### src/rtl/ahbgpio_param.sv
// Parametrised AHB-Lite GPIO: DATA_W pins, per-bit direction, parity generate/check,
// saturating parity-error counter. Rising-edge interrupts are built only when GPIO_IRQ_EN is defined.

module ahbgpio_param_lane (
  input  logic i_dir,
  input  logic i_out,
  input  logic i_inq,
  output logic o_rd
);
  assign o_rd = i_dir ? i_out : i_inq;
endmodule

module ahbgpio_param #(
  parameter int DATA_W   = 16,
  parameter int ERRCNT_W = 8
) (
  input  logic              HCLK,
  input  logic              HRESETn,
  input  logic              HSEL,
  input  logic [31:0]       HADDR,
  input  logic [1:0]        HTRANS,
  input  logic              HWRITE,
  input  logic              HREADY,
  input  logic [31:0]       HWDATA,
  output logic              HREADYOUT,
  output logic [31:0]       HRDATA,
  input  logic [DATA_W:0]   GPIOIN,
  output logic [DATA_W:0]   GPIOOUT,
  output logic [DATA_W-1:0] GPIODIR,
  input  logic              PARITYSEL,
  output logic              PARITYERR,
  output logic              GPIOIRQ
);
  typedef struct packed {
    logic       valid;
    logic       write;
    logic [2:0] addr;
  } ahb_req_t;

  ahb_req_t              r_req;
  logic [DATA_W-1:0]     r_out, r_dir, r_inq, r_inqq;
  logic                  r_perr;
  logic [ERRCNT_W-1:0]   r_cnt;
  logic [DATA_W-1:0]     w_din, w_ien, w_ist;
  logic                  w_wr, w_par;
  logic [31:0]           w_rdata;
  logic                  w_unused_ok;

  assign w_unused_ok = ^{HADDR[31:5], HADDR[1:0], HTRANS[0], HWDATA[31:DATA_W], r_inqq};

  always_ff @(posedge HCLK or negedge HRESETn) begin
    if (!HRESETn)                       r_req <= '0;
    else if (HSEL && HREADY && HTRANS[1]) r_req <= '{valid: 1'b1, write: HWRITE, addr: HADDR[4:2]};
    else                                r_req <= '0;
  end

  assign w_wr = r_req.valid & r_req.write;

  always_ff @(posedge HCLK or negedge HRESETn) begin
    if (!HRESETn) begin
      r_out  <= '0;
      r_dir  <= '0;
      r_inq  <= '0;
      r_inqq <= '0;
      r_perr <= 1'b0;
      r_cnt  <= '0;
    end else begin
      r_inq  <= GPIOIN[DATA_W-1:0];
      r_inqq <= r_inq;
      // odd sense expects the XOR of all bits to be 1, even sense expects 0
      r_perr <= (^GPIOIN) ^ PARITYSEL;
      if (w_wr && r_req.addr == 3'd0) r_out <= HWDATA[DATA_W-1:0];
      if (w_wr && r_req.addr == 3'd1) r_dir <= HWDATA[DATA_W-1:0];
      if (w_wr && r_req.addr == 3'd4)  r_cnt <= '0;
      else if (r_perr && !(&r_cnt))    r_cnt <= r_cnt + ERRCNT_W'(1);
    end
  end

`ifdef GPIO_IRQ_EN
  logic [DATA_W-1:0] r_ien, r_ist, w_rise, w_clr;
  logic              r_irq;

  assign w_rise = r_inq & ~r_inqq & r_ien;
  assign w_clr  = (w_wr && r_req.addr == 3'd3) ? HWDATA[DATA_W-1:0] : '0;

  always_ff @(posedge HCLK or negedge HRESETn) begin
    if (!HRESETn) begin
      r_ien <= '0;
      r_ist <= '0;
      r_irq <= 1'b0;
    end else begin
      if (w_wr && r_req.addr == 3'd2) r_ien <= HWDATA[DATA_W-1:0];
      // a new edge beats a simultaneous write-1-to-clear
      r_ist <= (r_ist & ~w_clr) | w_rise;
      r_irq <= |r_ist;
    end
  end

  assign w_ien   = r_ien;
  assign w_ist   = r_ist;
  assign GPIOIRQ = r_irq;
`else
  assign w_ien   = '0;
  assign w_ist   = '0;
  assign GPIOIRQ = 1'b0;
`endif

  for (genvar g = 0; g < DATA_W; g++) begin : g_lane
    ahbgpio_param_lane u_lane (
      .i_dir (r_dir[g]),
      .i_out (r_out[g]),
      .i_inq (r_inq[g]),
      .o_rd  (w_din[g])
    );
  end

  always_comb begin
    w_rdata = '0;
    if (r_req.valid && !r_req.write) begin
      case (r_req.addr)
        3'd0:    w_rdata = 32'(w_din);
        3'd1:    w_rdata = 32'(r_dir);
        3'd2:    w_rdata = 32'(w_ien);
        3'd3:    w_rdata = 32'(w_ist);
        3'd4:    w_rdata = 32'(r_cnt);
        default: w_rdata = '0;
      endcase
    end
  end

  assign w_par     = (^r_out) ^ PARITYSEL;
  assign GPIOOUT   = {w_par, r_out};
  assign GPIODIR   = r_dir;
  assign PARITYERR = r_perr;
  assign HRDATA    = w_rdata;
  assign HREADYOUT = 1'b1;
endmodule

### config.mk
export PLATFORM = sky130hd
export DESIGN_NAME = ahbgpio_param
export DESIGN_NICKNAME = d
export VERILOG_FILES = /design/src/rtl/ahbgpio_param.sv
export SDC_FILE = /design/constraint.sdc
export NUM_CORES = 1
export LEC_CHECK = 0
export ABC_AREA = 0
export BUFFER_PORTS_ARGS = -buffer_cell sky130_fd_sc_hd__buf_2
export CAP_MARGIN = 0
export CORE_AREA = 2 2 88 90
export DETAILED_ROUTE_END_ITERATION = 6
export DIE_AREA = 0 0 90 92
export HOLD_SLACK_MARGIN = 0.15
export PLACE_DENSITY = 0.84
export SLEW_MARGIN = 20
export SYNTH_ARGS = -nofsm -noshare
export SYNTH_HDL_FRONTEND = slang
export SYNTH_HIERARCHICAL = 1
export SYNTH_SLANG_ARGS = --single-unit
export TNS_END_PERCENT = 10
### constraint.sdc
create_clock -name HCLK -period 2.2 [get_ports HCLK]
set_input_delay 0.11 -clock HCLK [delete_from_list [all_inputs] [get_ports HCLK]]
set_output_delay 0.11 -clock HCLK [all_outputs]
set_load 0.005 [all_outputs]
==> impl_metrics.tcl, run 1 <==
set metrics [dict create \
    status "completed" \
    clk_pin_slew_ns 0.07 \
    hpwl_um 5480 \
    r2r_slack_ns 0.33 \
    synth.area.top_cells "dfrtp_1 47%, mux2_4 12%, xnor2_1 7.7%, mux2_2 7.5%, mux2i_1 5.4%" \
    timing.critical_path.buf_inv 1 \
    drive_gt1_frac 0.404 \
    p_switching_uw 1100 \
    timing.rr.start "r_req[2]" \
    synth_area_per_cell_um2 12.4 \
    max_freq_mhz 478 \
    globalRouteTotalUtil 0.227 \
    layout_common_cells "92 x buf_2, 62 x dfrtp_1, 39 x dlygate4sd3_1" \
    design_area_um2 4420 \
    via_per_inst 4.93 \
    slowest_stage "or3_1" \
    power_uw 3490 \
    critPathMaxStageDelay_ns 0.67 \
    yosys_warnings 6 \
    cp.required_ns 2.09 \
    synth_area_leader_cell "dfrtp_1" \
    fin_cells 510 \
    start_util 0.446 \
    crit_chain "or3_1 -> nor2_1 -> buf_2" \
    cts_made_buffers 9 \
    synth_top_family_by_area "multiplexers" \
    drv_slew 0 \
    setup_viol 0 \
    worstPathMaxFanout 14 \
    p_leak_uw 0.00211 \
    drt_iter0_drc 157 \
    cts_tree "built" \
    synth-compound-area-share 0.0324 \
    grt_pass1_vias 2762 \
    syn_area_um2 3320 \
    postRouteAntennaNets 0 \
    hold_start "HSEL" \
    wl_per_cell_um 17.6 \
    grt_max_degree 33 \
    seqPwrFrac 0.424 \
    synth_top_area_frac 0.468 \
    finalSetupTns_ns 0 \
    rows 32 \
    ir_drop_uv 704 \
    synth-seq-area-share 0.468 \
    die_h_um 92 \
    syn_inst 267 \
    critical_path_class "flip-flop to output pin" \
    synth_xor_area_frac 0.101 \
    synth_fa_ha_area_frac 0.00377 \
    maxCapViolCount 0 \
    async_flop_share 1.00 \
    die_area_um2 8280 \
    muxShareOfSynthArea 0.247 \
    cts_setup_buffers 0 \
    cellPowerDensity_nw_per_um2 790 \
    end_kind "output pin" \
    arrival_ns 1.98 \
    area_delta_synth_final_pct 33.1 \
    cp_top_family "simple AND/OR/NAND/NOR gates" \
    rsz0062_at_grt "no" \
    timing.slew.headroom 0.487 \
    antenna_found_initial 0 \
    clockBufferDepth 2 \
    critPathLaunchType "flip-flop" \
    overflow 0 \
    hold_class "input pin to flip-flop" \
    swShare 0.316 \
    first_pass_iters 4 \
    dp_cells 455 \
    h-tree-depth 3 \
    preCtsSetupSlack_ns 0.374 \
    final_nets 493 \
    grt_pass1_wl_um 14200 \
    die_width_um 90 \
    placed_cell_area_um2 3820 \
    internal_power_uw 2390 \
    port_buffers 92 \
    ioPinCount 157 \
    worst_slew_pin_slew_ns 0.769 \
    setup_ws_ns 0.106 \
    p_clk_frac 0.304 \
    synth_seq_cells 62 \
    ctsRootBufferMaster "clkbuf_8" \
    combPwrFrac 0.272 \
    insertion_delay_ns 0.35 \
    yosysUniqueCellTypes 36 \
    antennaDiodeCount 0 \
    place_congestion 0.904 \
    synth_edf_count 0 \
    crit_start "r_req[2]" \
    yosys.area_share.simple 0.0894 \
    vias 2514 \
    clock_skew_ns 0.0117 \
    post-route-period-util 0.952 \
    layout_commonest_cell "buf_2" \
    period_needed_ns 2.09 \
    numClockSinks 62 \
    hold_viol 0 \
    core-area_um2 7450 \
    drc 0 \
    routed_wirelength_um 9000 \
    synth_top_flop_cell "dfrtp_1" \
]
==> stage by stage <==
stage | util | hold WS, ns
5_1_grt | 0.593 | 0.243
3_5_place_dp | 0.513 | 0.201
6_report | 0.593 | 0.202
2_1_floorplan | - | -0.186
4_1_cts | 0.593 | 0.207
3_3_place_gp | 0.513 | 0.193
==> cell type report <==
cell class | instances | area [µm²]
fillers | 555 | 3030
multi-input cells | 194 | 1640
flip-flops and latches | 62 | 1550
repair buffers | 135 | 893
clock buffers | 13 | 159
well taps | 102 | 128
clock inverters | 3 | 42.5
inverters | 1 | 3.75
==> metal layers <==
layer  GRT usage  vias to the layer above  part of all wire
met5           0                        -                 0
met4       0.135                        0             0.041
met3      0.0386                       27             0.047
met2       0.420                      110              0.53
met1       0.241                     1228              0.38
li1            -                     1149                 -
==> sequential cells by signal, indices dropped and copies added (netlist names) <==
register / cells
r_out: 16
GPIODIR: 16
r_req: 5
PARITYERR: 1
r_cnt: 8
r_inq: 16
==> path summary, 6_finish.rpt <==
check                                   end  cells after the start
worst min register to register  GPIODIR[11]                      1
max in group asynchronous          r_out[2]                      3
worst min-delay path               r_req[3]                      3
worst max register to register   GPIODIR[3]                      3
worst max-delay path              HRDATA[8]                      3
min in group asynchronous         r_inq[13]                      2
==> logic make-up (layout without fill, tap and decap cells) <==
logic type	after synthesis	count (layout)
buffers and inverters	27	152
xor gates and xnor gates	35	35
adders and majority gates	1	1
muxes	66	66
DFF	62	62
and+or+nand+nor	59	59
AOI/OAI and AO/OA	15	15
other	2	18
==> synthesized netlist by cell type (all sizes together), types with 2 or more instances <==
master	instances
buf	25
xnor2	29
nor4	2
dfrtp	62
xnor3	2
nor3	6
nor2	30
and2	4
nand2	7
nand3	4
mux2	48
conb	2
a21oi	10
xor2	4
mux2i	18
==> power groups by stage <==
stage,Combinational (µW),Sequential (µW),Clock (µW)
2_1_floorplan,669,1450,0
3_3_place_gp,835,1480,0
3_5_place_dp,865,1490,0
4_1_cts,926,1470,1030
5_1_grt,1030,1500,1100
6_report,949,1480,1060
==> timing repair <==
item                                   CTS  global route
hold buffers                            39             0
setup endpoints to repair                0             8
endpoints found under the hold margin   83             0
resized for setup                        0             1
==> worst min-delay path, stage by stage <==
cell and delay, ns:
buf_2 0.07, and3_1 0.20, and2_1 0.13
Power figures use the tool's default switching activity.
==> run 2, diff against run 1 <==
Settings changed: GPL_ROUTABILITY_DRIVEN set to 1, HOLD_SLACK_MARGIN 0.15 to 0.12.
Clock period 2.2 ns to 2.4 ns, I/O delays scaled along.
==> run 2 against run 1 <==
Effect of this change:
- combinational power is 7.8% lower
- non-clock buffer count increased by 2
- count of clock-buffer cells in the layout is 2 lower
- first-iteration DRC count up 33%
- cell count decreased by 0.20%
- register-to-register slack gained 0.18 ns
- clock skew fell by 0.0018 ns
- die area stayed put
- flip-flop and latch count unchanged
- design area fell by 0.62%
- setup slack better by 0.15 ns
- critical path type unchanged
==> impl_metrics.tcl, run 2 (synthesis gave the netlist of run 1 again) <==
set metrics [dict create \
    cts_tree "built" \
    die_width_um 90 \
    place_congestion 0.924 \
    globalRouteTotalUtil 0.211 \
    hold_viol 0 \
    grt_max_degree 39 \
    ir_drop_uv 469 \
    rows 32 \
    routed_wirelength_um 8510 \
    timing.slew.headroom 0.442 \
    antennaDiodeCount 0 \
    overflow 0 \
    clockBufferDepth 2 \
    start_util 0.446 \
    drt_iter0_drc 209 \
    arrival_ns 2.02 \
    h-tree-depth 3 \
    hold_class "input pin to flip-flop" \
    drc 0 \
    wl_per_cell_um 16.7 \
    first_pass_iters 4 \
    numClockSinks 62 \
    final_nets 495 \
    die_h_um 92 \
    maxCapViolCount 0 \
    cellPowerDensity_nw_per_um2 707 \
    insertion_delay_ns 0.34 \
    grt_pass1_wl_um 13500 \
    cp.required_ns 2.28 \
    antenna_found_initial 0 \
    vias 2576 \
    period_needed_ns 2.14 \
    cts_made_buffers 9 \
    end_kind "output pin" \
    rsz0062_at_grt "no" \
    post-route-period-util 0.891 \
    ioPinCount 157 \
    grt_pass1_vias 2755 \
    ctsRootBufferMaster "clkbuf_8" \
    setup_ws_ns 0.261 \
    critical_path_class "flip-flop to output pin" \
    p_leak_uw 0.00210 \
    clock_skew_ns 0.00998 \
    preCtsSetupSlack_ns 0.571 \
    worstPathMaxFanout 14 \
    cts_setup_buffers 0 \
    setup_viol 0 \
    status "completed" \
    clk_pin_slew_ns 0.06 \
    hpwl_um 5530 \
    area_delta_synth_final_pct 32.3 \
    max_freq_mhz 467 \
    layout_common_cells "92 x buf_2, 62 x dfrtp_1, 38 x dlygate4sd3_1" \
    port_buffers 92 \
    drv_slew 0 \
    drive_gt1_frac 0.405 \
    finalSetupTns_ns 0 \
    layout_commonest_cell "buf_2" \
    die_area_um2 8280 \
    cts_resized 0 \
    postRouteAntennaNets 0 \
    via_per_inst 5.06 \
    critPathLaunchType "flip-flop" \
    worst_slew_pin_slew_ns 0.837 \
    core-area_um2 7450 \
]
## run 2: cell count changes in the layout (fill, tap and decap cells not counted)
cell           change
buf_4              +4
buf_12             -1
clkbuf_1           -1
clkbuf_8           -1
clkinvlp_4         -1
dlygate4sd3_1      -1
nor2b_1            +1
nor2b_2            -1
## run 2: final timing paths
check,start,end,slack [ns],depth (start not counted)
hold reg to reg,GPIODIR[6],GPIODIR[6],0.59,1
hold / removal,HSEL,r_req[4],0.13,2
setup / recovery,r_req[2],HRDATA[7],0.26,5
max in group asynchronous,HRESETn,r_out[2],1.25,3
min in group asynchronous,HRESETn,GPIODIR[14],0.43,2
setup reg to reg,r_req[2],GPIODIR[7],0.51,3
## run 2: report_power, final
part	total, µW	switching (µW)	internal (µW)
logic	875	397	478
clock network	867	378	489
registers	1360	187	1170
total	3100	961	2140
## run 2: final cells by class
class	instances	area, µm²
clock buffer	11	141
clock inverter	2	35.0
fill	602	3060
inverter	1	3.75
multi-input combinational	194	1640
sequential	62	1550
tap	102	128
timing repair buffer	137	893
## run 2: what timing repair did
action / in CTS / in global routing
endpoints found under the hold margin: 89 / 0
hold buffers: 38 / 0
endpoints found under the setup margin: 0 / 0
## run 2: worst max-delay path, cell delays in order (launching register included)
cell and delay [ns]:
dfrtp_1 0.81, nor2b_1 0.25, buf_4 0.23, a21oi_1 0.17, nor2_1 0.07, buf_2 0.14
## run 2: metal layers
metal | GRT usage | vias up | wire [µm]
li1 | - | 1152 | -
met3 | 0.0583 | 28 | 627
met5 | 0 | - | 0
met1 | 0.232 | 1261 | 3190
met4 | 0.0872 | 0 | 225
met2 | 0.384 | 135 | 4470
## run 2: through the flow
stage	util	power (µW)	std cells	hold WS, ns	area (µm²)
2_1_floorplan	-	1940	283	-0.176	3380
4_1_cts	0.589	3080	509	0.121	4390
5_1_grt	0.589	3240	509	0.131	4390
3_3_place_gp	0.515	2120	458	0.250	3830
6_report	0.589	3100	509	0.130	4390
3_5_place_dp	0.515	2180	458	0.253	3830
==> run 3, diff against run 2 <==
Settings changed: CORE_AREA 2 2 88 90 to 2 2 95 97, DIE_AREA 0 0 90 92 to 0 0 97 99, PLACE_DENSITY 0.84 to 0.75.
==> run 3 against run 2 <==
Effect of this change:
- largest cell class unchanged
- sequential power about the same
- cell count up 1.6%
- count of clock-buffer cells in the layout up 2
- clock power up 22%
- clock skew down 0.00069 ns
- hold slack better by 0.14 ns
- utilization down 6.9 points
==> impl_metrics.tcl, run 3 (synthesis gave the netlist of run 1 again) <==
set metrics [dict create \
    status "completed" \
    rr_endpoint "GPIODIR[12]" \
    power_uw 3240 \
    hold_start "HSEL" \
    nFillCells 695 \
    cp.required_ns 2.28 \
    place_congestion 0.827 \
    max_freq_mhz 480 \
    globalRouteTotalUtil 0.161 \
    period_needed_ns 2.08 \
    cellPowerDensity_nw_per_um2 728 \
    antenna_found_initial 0 \
    slowest_stage "dfrtp_1" \
    maxCapViolCount 0 \
    design_area_um2 4450 \
    post-route-period-util 0.867 \
    timing.slew.headroom 0.492 \
    wl_met2_um 3980 \
    swShare 0.284 \
    clock_skew_ns 0.00929 \
    worstSetupPathDepth 4 \
    ctsRootBufferMaster "clkbuf_8" \
    postRouteAntennaNets 0 \
    rows 34 \
    die_width_um 97 \
    p_switching_uw 920 \
    port_buffers 92 \
    seqPwrFrac 0.417 \
    hold_buffers 39 \
    core-area_um2 8550 \
    worstPathMaxFanout 12 \
    placed_cell_area_um2 3820 \
    start_util 0.388 \
    cts_made_buffers 9 \
    reg2reg_depth 3 \
    timing.critical_path.buf_inv 2 \
    dp_cells 462 \
    timing.rr.start "r_req[0]" \
    critPathLaunchType "flip-flop" \
    grt_max_degree 63 \
    numClockSinks 62 \
    antennaDiodeCount 0 \
    overflow 0 \
    grt_pass1_vias 2457 \
    worst_slew_pin_slew_ns 0.762 \
    first_pass_iters 4 \
    routed_wirelength_um 7660 \
    crit_chain "buf_4 -> a211o_1 -> nor2_1 -> buf_2" \
    cts_tree "built" \
    finalSetupTns_ns 0 \
    setup_viol 0 \
    p_leak_uw 0.00213 \
    hold_class "input pin to flip-flop" \
    cts_setup_buffers 0 \
    end_kind "output pin" \
    ioPinCount 157 \
    met3WireLength_um 276 \
    die_area_um2 9600 \
    hold_path_end "r_req[3]" \
    final_nets 494 \
    cts_resized 0 \
    area_delta_synth_final_pct 34.1 \
    r2r_slack_ns 0.55 \
    drc 0 \
    whs_ns 0.266 \
    wl_per_cell_um 14.8 \
    top_layer "met4" \
    hpwl_um 5310 \
    vias 2424 \
    drt-met1-wl_um 3270 \
    layout_common_cells "92 x buf_2, 62 x dfrtp_1, 39 x dlygate4sd3_1" \
    rsz0062_at_grt "no" \
    layout_commonest_cell "buf_2" \
    via_per_inst 4.69 \
    clk_pin_slew_ns 0.07 \
    drt_iter0_drc 76 \
    ir_drop_uv 555 \
    cp_top_family "flip-flops" \
    critical_path_class "flip-flop to output pin" \
    drv_slew 0 \
    insertion_delay_ns 0.33 \
    worstHoldPathCells 3 \
    drive_gt1_frac 0.406 \
    internal_power_uw 2320 \
    clockBufferDepth 2 \
    grt_pass1_wl_um 12200 \
    critPathMaxStageDelay_ns 0.60 \
    die_h_um 99 \
    h-tree-depth 3 \
    combPwrFrac 0.256 \
    arrival_ns 1.96 \
    p_clk_frac 0.327 \
    hold_viol 0 \
    fin_cells 517 \
]
## run 3: cell types whose count changed in the layout (fill, tap and decap cells not counted), sizes merged
cell / before / now
bufinv: 1 / 2
buf: 99 / 97
clkbuf: 11 / 13
dlygate4sd3: 38 / 39
## run 3: through the flow
stage / worst slack, ns / utilization
floorplan: 0.891 / -
global placement: 0.552 / 0.447
detailed placement: 0.526 / 0.447
CTS: 0.273 / 0.520
global route: 0.181 / 0.520
finish: 0.319 / 0.520
## run 3: worst min-delay path, delay by kind of cell
kind                   cells  cell delay (ns)
AND/OR/NAND/NOR            2             0.36
buffers and inverters      1             0.08
## run 3: worst max path at each step
stage	from	to
CTS	r_req[0]	HRDATA[6]
global route	r_req[0]	HRDATA[6]
finish	r_req[0]	HRDATA[5]
detailed placement	r_req[0]	GPIODIR[1]
floorplan	r_req[1]	r_out[0]
global placement	r_req[0]	GPIODIR[7]
## run 3: power by group through the flow
stage | registers (µW) | logic (µW) | clock network (µW)
2_1_floorplan | 1330 | 613 | 0
3_3_place_gp | 1360 | 769 | 0
3_5_place_dp | 1370 | 786 | 0
4_1_cts | 1350 | 838 | 1080
5_1_grt | 1380 | 915 | 1130
6_report | 1350 | 828 | 1060
## run 3: cell type report
| class | count | area [µm²] | share of cell area |
|---|---|---|---|
| clock buffers | 13 | 169 | 0.0380 |
| clock inverters | 3 | 65.1 | 0.0146 |
| inverters | 1 | 3.75 | 0.000844 |
| multi-input cells | 194 | 1640 | 0.368 |
| flip-flops and latches | 62 | 1550 | 0.349 |
| well taps | 108 | 135 | 0.0304 |
| repair buffers | 136 | 888 | 0.200 |
## run 3: metal layers
| metal | vias up | GRT usage |
|---|---|---|
| li1 | 1158 | - |
| met2 | 70 | 0.290 |
| met1 | 1184 | 0.192 |
| met3 | 12 | 0.0326 |
| met4 | 0 | 0.0574 |
| met5 | - | 0 |
